===== config.mk =====
export PLATFORM = sky130hd
export DESIGN_NAME = alu_op_sequencer_flat
export DESIGN_NICKNAME = d
export VERILOG_FILES = /design/src/rtl/alu_seq_pkg.sv /design/src/rtl/alu_op_sequencer_if.sv /design/src/rtl/rv_regfile.sv /design/src/rtl/alu_op_sequencer.sv /design/src/flat_wrapper.sv
export SDC_FILE = /design/constraint.sdc
export NUM_CORES = 2
export LEC_CHECK = 0
export ABC_AREA = 1
export CELL_PAD_IN_SITES_DETAIL_PLACEMENT = 1
export CELL_PAD_IN_SITES_GLOBAL_PLACEMENT = 2
export CORE_ASPECT_RATIO = 0.7
export CORE_MARGIN = 2
export CORE_UTILIZATION = 32
export CTS_BUF_LIST = sky130_fd_sc_hd__clkbuf_8 sky130_fd_sc_hd__clkbuf_16
export CTS_CLUSTER_SIZE = 30
export DETAILED_ROUTE_END_ITERATION = 16
export HOLD_SLACK_MARGIN = 0.1
export PLACE_DENSITY = 0.79
export SLEW_MARGIN = 0
export SYNTH_ARGS = -nofsm -noshare
export SYNTH_HDL_FRONTEND = slang
export SYNTH_SLANG_ARGS = --single-unit

===== constraint.sdc =====
create_clock -name clk -period 36 [get_ports clk]
set_input_delay 5.4 -clock clk [delete_from_list [all_inputs] [get_ports clk]]
set_output_delay 5.4 -clock clk [all_outputs]
set_load 0.02 [all_outputs]

===== src/rtl/alu_seq_pkg.sv =====
// Shared widths, FSM state encoding and ALU control codes for the ALU operand sequencer.
package alu_seq_pkg;

  localparam int XLEN    = 32;
  localparam int REG_AW  = 5;
  localparam int REG_NUM = 1 << REG_AW;
  localparam int CNT_W   = 4;

  localparam logic ALU_ADD = 1'b0;
  localparam logic ALU_SUB = 1'b1;

  typedef enum logic [1:0] {
    IDLE,
    WAIT,
    WB
  } seq_state_e;

  function automatic logic is_x0(input logic [REG_AW-1:0] addr);
    return addr == '0;
  endfunction

endpackage


===== src/rtl/alu_op_sequencer_if.sv =====
// Operation request, ALU operand/result and completion signals of the ALU operand sequencer.
interface alu_op_sequencer_if;
  import alu_seq_pkg::*;

  logic              op_valid;
  logic              op_ready;
  logic [REG_AW-1:0] op_rs1;
  logic [REG_AW-1:0] op_rs2;
  logic [REG_AW-1:0] op_rd;
  logic              op_imm_sel;
  logic [XLEN-1:0]   op_imm;
  logic              op_ctrl;
  logic [XLEN-1:0]   data_r1;
  logic [XLEN-1:0]   data_r2;
  logic              ALUControl;
  logic [XLEN-1:0]   ALUResult;
  logic              Negative;
  logic              done;
  logic [XLEN-1:0]   result;
  logic              result_neg;
  logic              busy;

  // Master issues operations and hosts the ALU; slave is the sequencer.
  modport master (
    output op_valid, op_rs1, op_rs2, op_rd, op_imm_sel, op_imm, op_ctrl,
    output ALUResult, Negative,
    input  op_ready, data_r1, data_r2, ALUControl, done, result, result_neg, busy
  );

  modport slave (
    input  op_valid, op_rs1, op_rs2, op_rd, op_imm_sel, op_imm, op_ctrl,
    input  ALUResult, Negative,
    output op_ready, data_r1, data_r2, ALUControl, done, result, result_neg, busy
  );

endinterface


===== src/rtl/rv_regfile.sv =====
// 32 x XLEN register file: two combinational reads, one synchronous write, x0 hardwired to zero.
// A third debug read port is added when ALU_SEQ_DBG_EN is defined.
module rv_regfile
  import alu_seq_pkg::*;
(
  input  logic              clk,
  input  logic              rst,
  input  logic [REG_AW-1:0] ra1_i,
  input  logic [REG_AW-1:0] ra2_i,
  output logic [XLEN-1:0]   rd1_o,
  output logic [XLEN-1:0]   rd2_o,
`ifdef ALU_SEQ_DBG_EN
  input  logic [REG_AW-1:0] ra3_i,
  output logic [XLEN-1:0]   rd3_o,
`endif
  input  logic              we_i,
  input  logic [REG_AW-1:0] wa_i,
  input  logic [XLEN-1:0]   wd_i
);

  logic [XLEN-1:0] regs_q [REG_NUM];

  // Writes to x0 are dropped here so the sequencer can report them normally.
  always_ff @(posedge clk or posedge rst) begin
    if (rst) begin
      for (int i = 0; i < REG_NUM; i++) begin
        regs_q[i] <= '0;
      end
    end else if (we_i && !is_x0(wa_i)) begin
      regs_q[wa_i] <= wd_i;
    end
  end

  assign rd1_o = is_x0(ra1_i) ? '0 : regs_q[ra1_i];
  assign rd2_o = is_x0(ra2_i) ? '0 : regs_q[ra2_i];

`ifdef ALU_SEQ_DBG_EN
  assign rd3_o = is_x0(ra3_i) ? '0 : regs_q[ra3_i];
`endif

endmodule


===== src/rtl/alu_op_sequencer.sv =====
// Issue/writeback sequencer in front of a registered ALU: read operands, wait the ALU latency,
// capture the result and write it back. Optional debug read port enabled by ALU_SEQ_DBG_EN.
module alu_op_sequencer
  import alu_seq_pkg::*;
#(
  parameter int ALU_LATENCY = 1
) (
  input  logic              clk,
  input  logic              rst,
`ifdef ALU_SEQ_DBG_EN
  input  logic [REG_AW-1:0] dbg_addr,
  output logic [XLEN-1:0]   dbg_data,
`endif
  alu_op_sequencer_if.slave bus
);

  localparam logic [CNT_W-1:0] LAT_CNT = CNT_W'(ALU_LATENCY);

  seq_state_e        state_q;
  logic [CNT_W-1:0]  cnt_q;
  logic [CNT_W-1:0]  cnt_d;
  logic [XLEN-1:0]   data_r1_q;
  logic [XLEN-1:0]   data_r2_q;
  logic [XLEN-1:0]   data_r2_d;
  logic              ctrl_q;
  logic [REG_AW-1:0] rd_q;
  logic [XLEN-1:0]   result_q;
  logic              result_neg_q;
  logic              done_q;
  logic              ready_q;
  logic [XLEN-1:0]   rf_rd1;
  logic [XLEN-1:0]   rf_rd2;
  logic              wb_en;

  assign cnt_d     = cnt_q - CNT_W'(1);
  assign data_r2_d = bus.op_imm_sel ? bus.op_imm : rf_rd2;
  assign wb_en     = (state_q == WB);

  rv_regfile u_regfile (
    .clk   (clk),
    .rst   (rst),
    .ra1_i (bus.op_rs1),
    .ra2_i (bus.op_rs2),
    .rd1_o (rf_rd1),
    .rd2_o (rf_rd2),
`ifdef ALU_SEQ_DBG_EN
    .ra3_i (dbg_addr),
    .rd3_o (dbg_data),
`endif
    .we_i  (wb_en),
    .wa_i  (rd_q),
    .wd_i  (result_q)
  );

  // Ready stays low until the writeback edge so the next op always sees the committed value.
  always_ff @(posedge clk or posedge rst) begin
    if (rst) begin
      state_q      <= IDLE;
      cnt_q        <= '0;
      data_r1_q    <= '0;
      data_r2_q    <= '0;
      ctrl_q       <= ALU_ADD;
      rd_q         <= '0;
      result_q     <= '0;
      result_neg_q <= 1'b0;
      done_q       <= 1'b0;
      ready_q      <= 1'b1;
    end else begin
      case (state_q)
        IDLE: begin
          if (bus.op_valid && ready_q) begin
            data_r1_q <= rf_rd1;
            data_r2_q <= data_r2_d;
            ctrl_q    <= bus.op_ctrl;
            rd_q      <= bus.op_rd;
            cnt_q     <= LAT_CNT;
            ready_q   <= 1'b0;
            state_q   <= WAIT;
          end
        end
        WAIT: begin
          cnt_q <= cnt_d;
          if (cnt_q == CNT_W'(1)) begin
            result_q     <= bus.ALUResult;
            result_neg_q <= bus.Negative;
            done_q       <= 1'b1;
            state_q      <= WB;
          end
        end
        WB: begin
          done_q  <= 1'b0;
          ready_q <= 1'b1;
          state_q <= IDLE;
        end
        default: begin
          done_q  <= 1'b0;
          ready_q <= 1'b1;
          state_q <= IDLE;
        end
      endcase
    end
  end

  assign bus.op_ready   = ready_q;
  assign bus.busy       = ~ready_q;
  assign bus.data_r1    = data_r1_q;
  assign bus.data_r2    = data_r2_q;
  assign bus.ALUControl = ctrl_q;
  assign bus.done       = done_q;
  assign bus.result     = result_q;
  assign bus.result_neg = result_neg_q;

endmodule


===== src/flat_wrapper.sv =====
// flat-port wrapper written by rule: the top's interface ports become plain ports
module alu_op_sequencer_flat import alu_seq_pkg::*;
#(
  parameter int ALU_LATENCY = 1
)
  (clk, rst, bus_op_valid, bus_op_rs1, bus_op_rs2, bus_op_rd, bus_op_imm_sel, bus_op_imm, bus_op_ctrl, bus_ALUResult, bus_Negative, bus_op_ready, bus_data_r1, bus_data_r2, bus_ALUControl, bus_done, bus_result, bus_result_neg, bus_busy);
  alu_op_sequencer_if bus_i ();
  input  logic clk;
  input  logic rst;
  input wire logic [$bits(bus_i.op_valid)-1:0] bus_op_valid;
  input wire logic [$bits(bus_i.op_rs1)-1:0] bus_op_rs1;
  input wire logic [$bits(bus_i.op_rs2)-1:0] bus_op_rs2;
  input wire logic [$bits(bus_i.op_rd)-1:0] bus_op_rd;
  input wire logic [$bits(bus_i.op_imm_sel)-1:0] bus_op_imm_sel;
  input wire logic [$bits(bus_i.op_imm)-1:0] bus_op_imm;
  input wire logic [$bits(bus_i.op_ctrl)-1:0] bus_op_ctrl;
  input wire logic [$bits(bus_i.ALUResult)-1:0] bus_ALUResult;
  input wire logic [$bits(bus_i.Negative)-1:0] bus_Negative;
  output wire logic [$bits(bus_i.op_ready)-1:0] bus_op_ready;
  output wire logic [$bits(bus_i.data_r1)-1:0] bus_data_r1;
  output wire logic [$bits(bus_i.data_r2)-1:0] bus_data_r2;
  output wire logic [$bits(bus_i.ALUControl)-1:0] bus_ALUControl;
  output wire logic [$bits(bus_i.done)-1:0] bus_done;
  output wire logic [$bits(bus_i.result)-1:0] bus_result;
  output wire logic [$bits(bus_i.result_neg)-1:0] bus_result_neg;
  output wire logic [$bits(bus_i.busy)-1:0] bus_busy;
  assign bus_i.op_valid = bus_op_valid;
  assign bus_i.op_rs1 = bus_op_rs1;
  assign bus_i.op_rs2 = bus_op_rs2;
  assign bus_i.op_rd = bus_op_rd;
  assign bus_i.op_imm_sel = bus_op_imm_sel;
  assign bus_i.op_imm = bus_op_imm;
  assign bus_i.op_ctrl = bus_op_ctrl;
  assign bus_i.ALUResult = bus_ALUResult;
  assign bus_i.Negative = bus_Negative;
  assign bus_op_ready = bus_i.op_ready;
  assign bus_data_r1 = bus_i.data_r1;
  assign bus_data_r2 = bus_i.data_r2;
  assign bus_ALUControl = bus_i.ALUControl;
  assign bus_done = bus_i.done;
  assign bus_result = bus_i.result;
  assign bus_result_neg = bus_i.result_neg;
  assign bus_busy = bus_i.busy;
  alu_op_sequencer #(.ALU_LATENCY(ALU_LATENCY)) u_core (.clk(clk), .rst(rst), .bus(bus_i));
endmodule

==> flow_metrics.py <==
metrics = {
    "floorplanning": {
        "initial_core_util": 0.322,
        "pin_count": 186,
        "core_sq_um": 188000,
        "die_h_microns": 368,
        "rows": 133,
        "die_w_microns": 524,
        "design.die.area_sq_um": 193000,
    },
    "drt": {
        "drc_errors": 0,
        "first_pass_iters": 5,
        "viasPerCell": 5.68,
        "wl_microns": 298000,
        "drtAntennaViolNets": 0,
        "via_count": 62169,
        "drtIter0Drc": 7075,
        "wire_per_inst_microns": 27.2,
    },
    "global_route": {
        "grt_pass1_wl_microns": 437000,
        "grt_pass1_vias": 61744,
        "antenna_found_initial": 5,
        "overflow": 0,
        "grt_max_degree": 165,
        "grt.total_usage": 0.305,
    },
    "worst_setup_path": {
        "cp-start-kind": "primary input",
        "startpoint": "rst",
        "cp.required_ns": 36.80,
        "crit_family": "buffers and inverters",
        "cp.arrival_ns": 9.47,
        "crit_top_cell": "buf_4",
        "crit_buf_inv": 6,
        "max_stage_delay_ns": 0.83,
        "critical_path_class": "primary input to async pin",
        "crit-reg2reg-launch": "u_core.state_q[1]",
        "crit_fanout": 62,
        "endpoint_kind": "async pin",
        "crit_chain": "clkdlybuf4s50_1, clkinvlp_4, buf_4, buf_4, buf_4, buf_4",
        "critical-path-slowest-cell": "buf_4",
    },
    "timing": {
        "fmax_ghz": 0.115,
        "setup_violations": 0,
        "slew_violations": 0,
        "tns_ns": 0,
        "slew-limit-headroom": 0.0494,
        "post-route-period-util": 0.241,
        "finalHoldViolCount": 0,
        "tightest_slew_ns": 1.43,
        "rsz0062_at_grt": "no",
        "fin_hold_ws_ns": 0.402,
        "clock_skew_ns": 0.0243,
        "period_needed_ns": 8.67,
    },
    "power_and_ir_drop": {
        "powerDensity_nw_per_um2": 58.6,
        "ir_drop_mv": 0.0493,
        "leakage_nw": 30.3,
        "power.total_w": 0.00399,
    },
    "clock_tree": {
        "hold_buffers": 0,
        "path_clk_slew_ns": 0.06,
        "worstSkewPairLatency_ns": 0.80,
        "cts.repair.resized": 0,
        "cts.path.max_buffers": 3,
        "cts_tree": "yes",
        "cts_root_buffer": "clkbuf_16",
        "clock-sinks": 1135,
        "htree_levels": 4,
        "cts_setup_buffers": 0,
        "cts-buffers-inserted": 134,
    },
    "layout": {
        "final_area_sq_um": 68100,
        "area_growth_syn_to_layout_pct": 12.5,
        "finalCoreUtilization": 0.363,
        "nets": 8428,
        "drive_gt1_frac": 0.0465,
    },
    "placement": {
        "routabilityCongestion": 0.815,
        "numPortBuffers": 185,
        "dp_hpwl_microns": 162000,
        "place_area_sq_um": 63700,
    },
    "logic_synthesis": {
        "synth_ff_type": "dfrtp_1",
        "synth_enable_flop_cells": 0,
        "syn_nets": 8733,
        "syn_area_sq_um": 60600,
        "synth_area_leaders": "dfrtp_1 (47%), nand2_1 (22%), nand3_1 (12%)",
        "netlist_instances": 8646,
        "ys_async_sr_fraction": 1.00,
        "synth.largest_area_cell": "dfrtp_1",
        "yosysWarnings": 0,
        "synth_top_cell_area_share": 0.469,
        "ys_types": 29,
        "syn_area_per_cell_sq_um": 7.00,
        "ys_ff_latch": 1135,
        "ys_seq_area_frac": 0.469,
    },
    "run_status": {
        "status": "finished clean",
    },
    "job": {
        "drv_cap": 0,
    },
    "min_path": {
        "min_from": "u_core.u_regfile.regs_q[1023]",
        "min_path_type": "flip-flop to flip-flop",
    },
}
[placed cells by master (no fill, tap or decap), types with 3 or more instances in the layout]
master,count
a21oi_1,320
buf_12,6
buf_2,4
buf_4,115
buf_8,4
bufinv_16,7
clkbuf_16,141
clkbuf_8,26
clkdlybuf4s50_1,174
clkinv_2,22
dfrtp_1,1134
inv_1,203
inv_2,8
inv_4,3
inv_6,5
inv_8,3
nand2_1,3580
nand2_2,3
nand2_4,23
nand3_1,1440
nor2_1,167
nor2_4,5
nor3_1,3
nor3_2,5
nor4_4,4
o211ai_1,32
o21ai_0,946
o21ai_1,36
[logic make-up (layout without fill, tap and decap cells)]
| logic type | Yosys count | after routing | synth area share |
|---|---|---|---|
| muxes | 1 | 1 | 0.000165 |
| other | 0 | 2 | 0 |
| buffers and inverters | 933 | 724 | 0.0615 |
| AOI/OAI and AO/OA | 1339 | 1339 | 0.112 |
| adders and majority gates | 2 | 2 | 0.000413 |
| DFF | 1135 | 1135 | 0.469 |
| and+or+nand+nor | 5236 | 5236 | 0.357 |
[state kept, by name, indices dropped and copies added, names as in the netlist]
register / flops
u_core.bus.result: 32
u_core.u_regfile.regs_q: 1024
u_core.bus.op_ready: 1
u_core.rd_q: 5
u_core.bus.data_r1: 32
u_core.bus.result_neg: 1
u_core.cnt_q: 4
u_core.bus.done: 1
u_core.state_q: 2
u_core.bus.ALUControl: 1
u_core.bus.data_r2: 32
[worst register-to-register path: cells and delay by family, from the launching register on]
| family | cells | cell delay, ns |
|---|---|---|
| flops | 1 | 0.36 |
| buf+inv | 2 | 0.71 |
| simple gates | 5 | 2.71 |
| compound gates | 1 | 0.10 |
[cells in the mapped netlist (3+ instances only)]
library cell  count
inv_2             7
o211ai_1         32
nor3_1            3
clkbuf_1        517
clkbuf_2          5
o21ai_1          36
o21ai_0         946
nor2_2            5
buf_2           163
buf_1            58
nor4_4            4
buf_4             3
clkinv_1          4
nand2_2           9
nor2_1          169
nand2_1        3597
nor3_2            5
inv_1           176
a21oi_1         320
dfrtp_1        1134
nand3_1        1442
[power by group]
part / internal [W] / total [W] / switching (W)
registers: 0.00146 / 0.00167 / 0.000217
logic: 0.000268 / 0.000916 / 0.000648
clock network: 0.000807 / 0.00140 / 0.000592
total: 0.00253 / 0.00399 / 0.00146
[worst paths after layout]
| kind | to | slack [ns] | cells after the start |
|---|---|---|---|
| max in group clk | u_core.bus.data_r2[8] | 27.38 | 14 |
| min in group asynchronous | u_core.u_regfile.regs_q[724] | 4.98 | 2 |
| min reg2reg | u_core.u_regfile.regs_q[1023] | 0.40 | 0 |
| min | u_core.u_regfile.regs_q[1023] | 0.40 | 0 |
| max reg2reg | u_core.u_regfile.regs_q[607] | 31.96 | 8 |
| max | u_core.u_regfile.regs_q[449] | 27.33 | 6 |
[area by class of cell]
type,count,area (sq um)
Multi-Input combinational cell,6578,28600
Tap cell,2497,3120
Timing Repair Buffer,305,2830
Clock buffer,167,3890
Sequential cell,1135,28400
Clock inverter,65,468
Fill cell,23148,120000
Antenna cell,2,5.00
Inverter,187,748
[through the flow]
step | std cells | worst slack, ns
2_1_floorplan | 8646 | 14.93
3_3_place_gp | 10702 | 26.42
3_5_place_dp | 10702 | 26.30
4_1_cts | 10934 | 27.15
5_1_grt | 10934 | 26.80
6_report | 10936 | 27.33
[per-layer routing]
layer / vias to the layer above / routed length, microns / global-route usage
met5: - / 11 / 0
met4: 2 / 8570 / 0.0864
met3: 422 / 22800 / 0.0459
met2: 2560 / 128000 / 0.458
met1: 31703 / 138000 / 0.451
li1: 27482 / - / -
No activity file was read; power rests on OpenSTA's default activity.
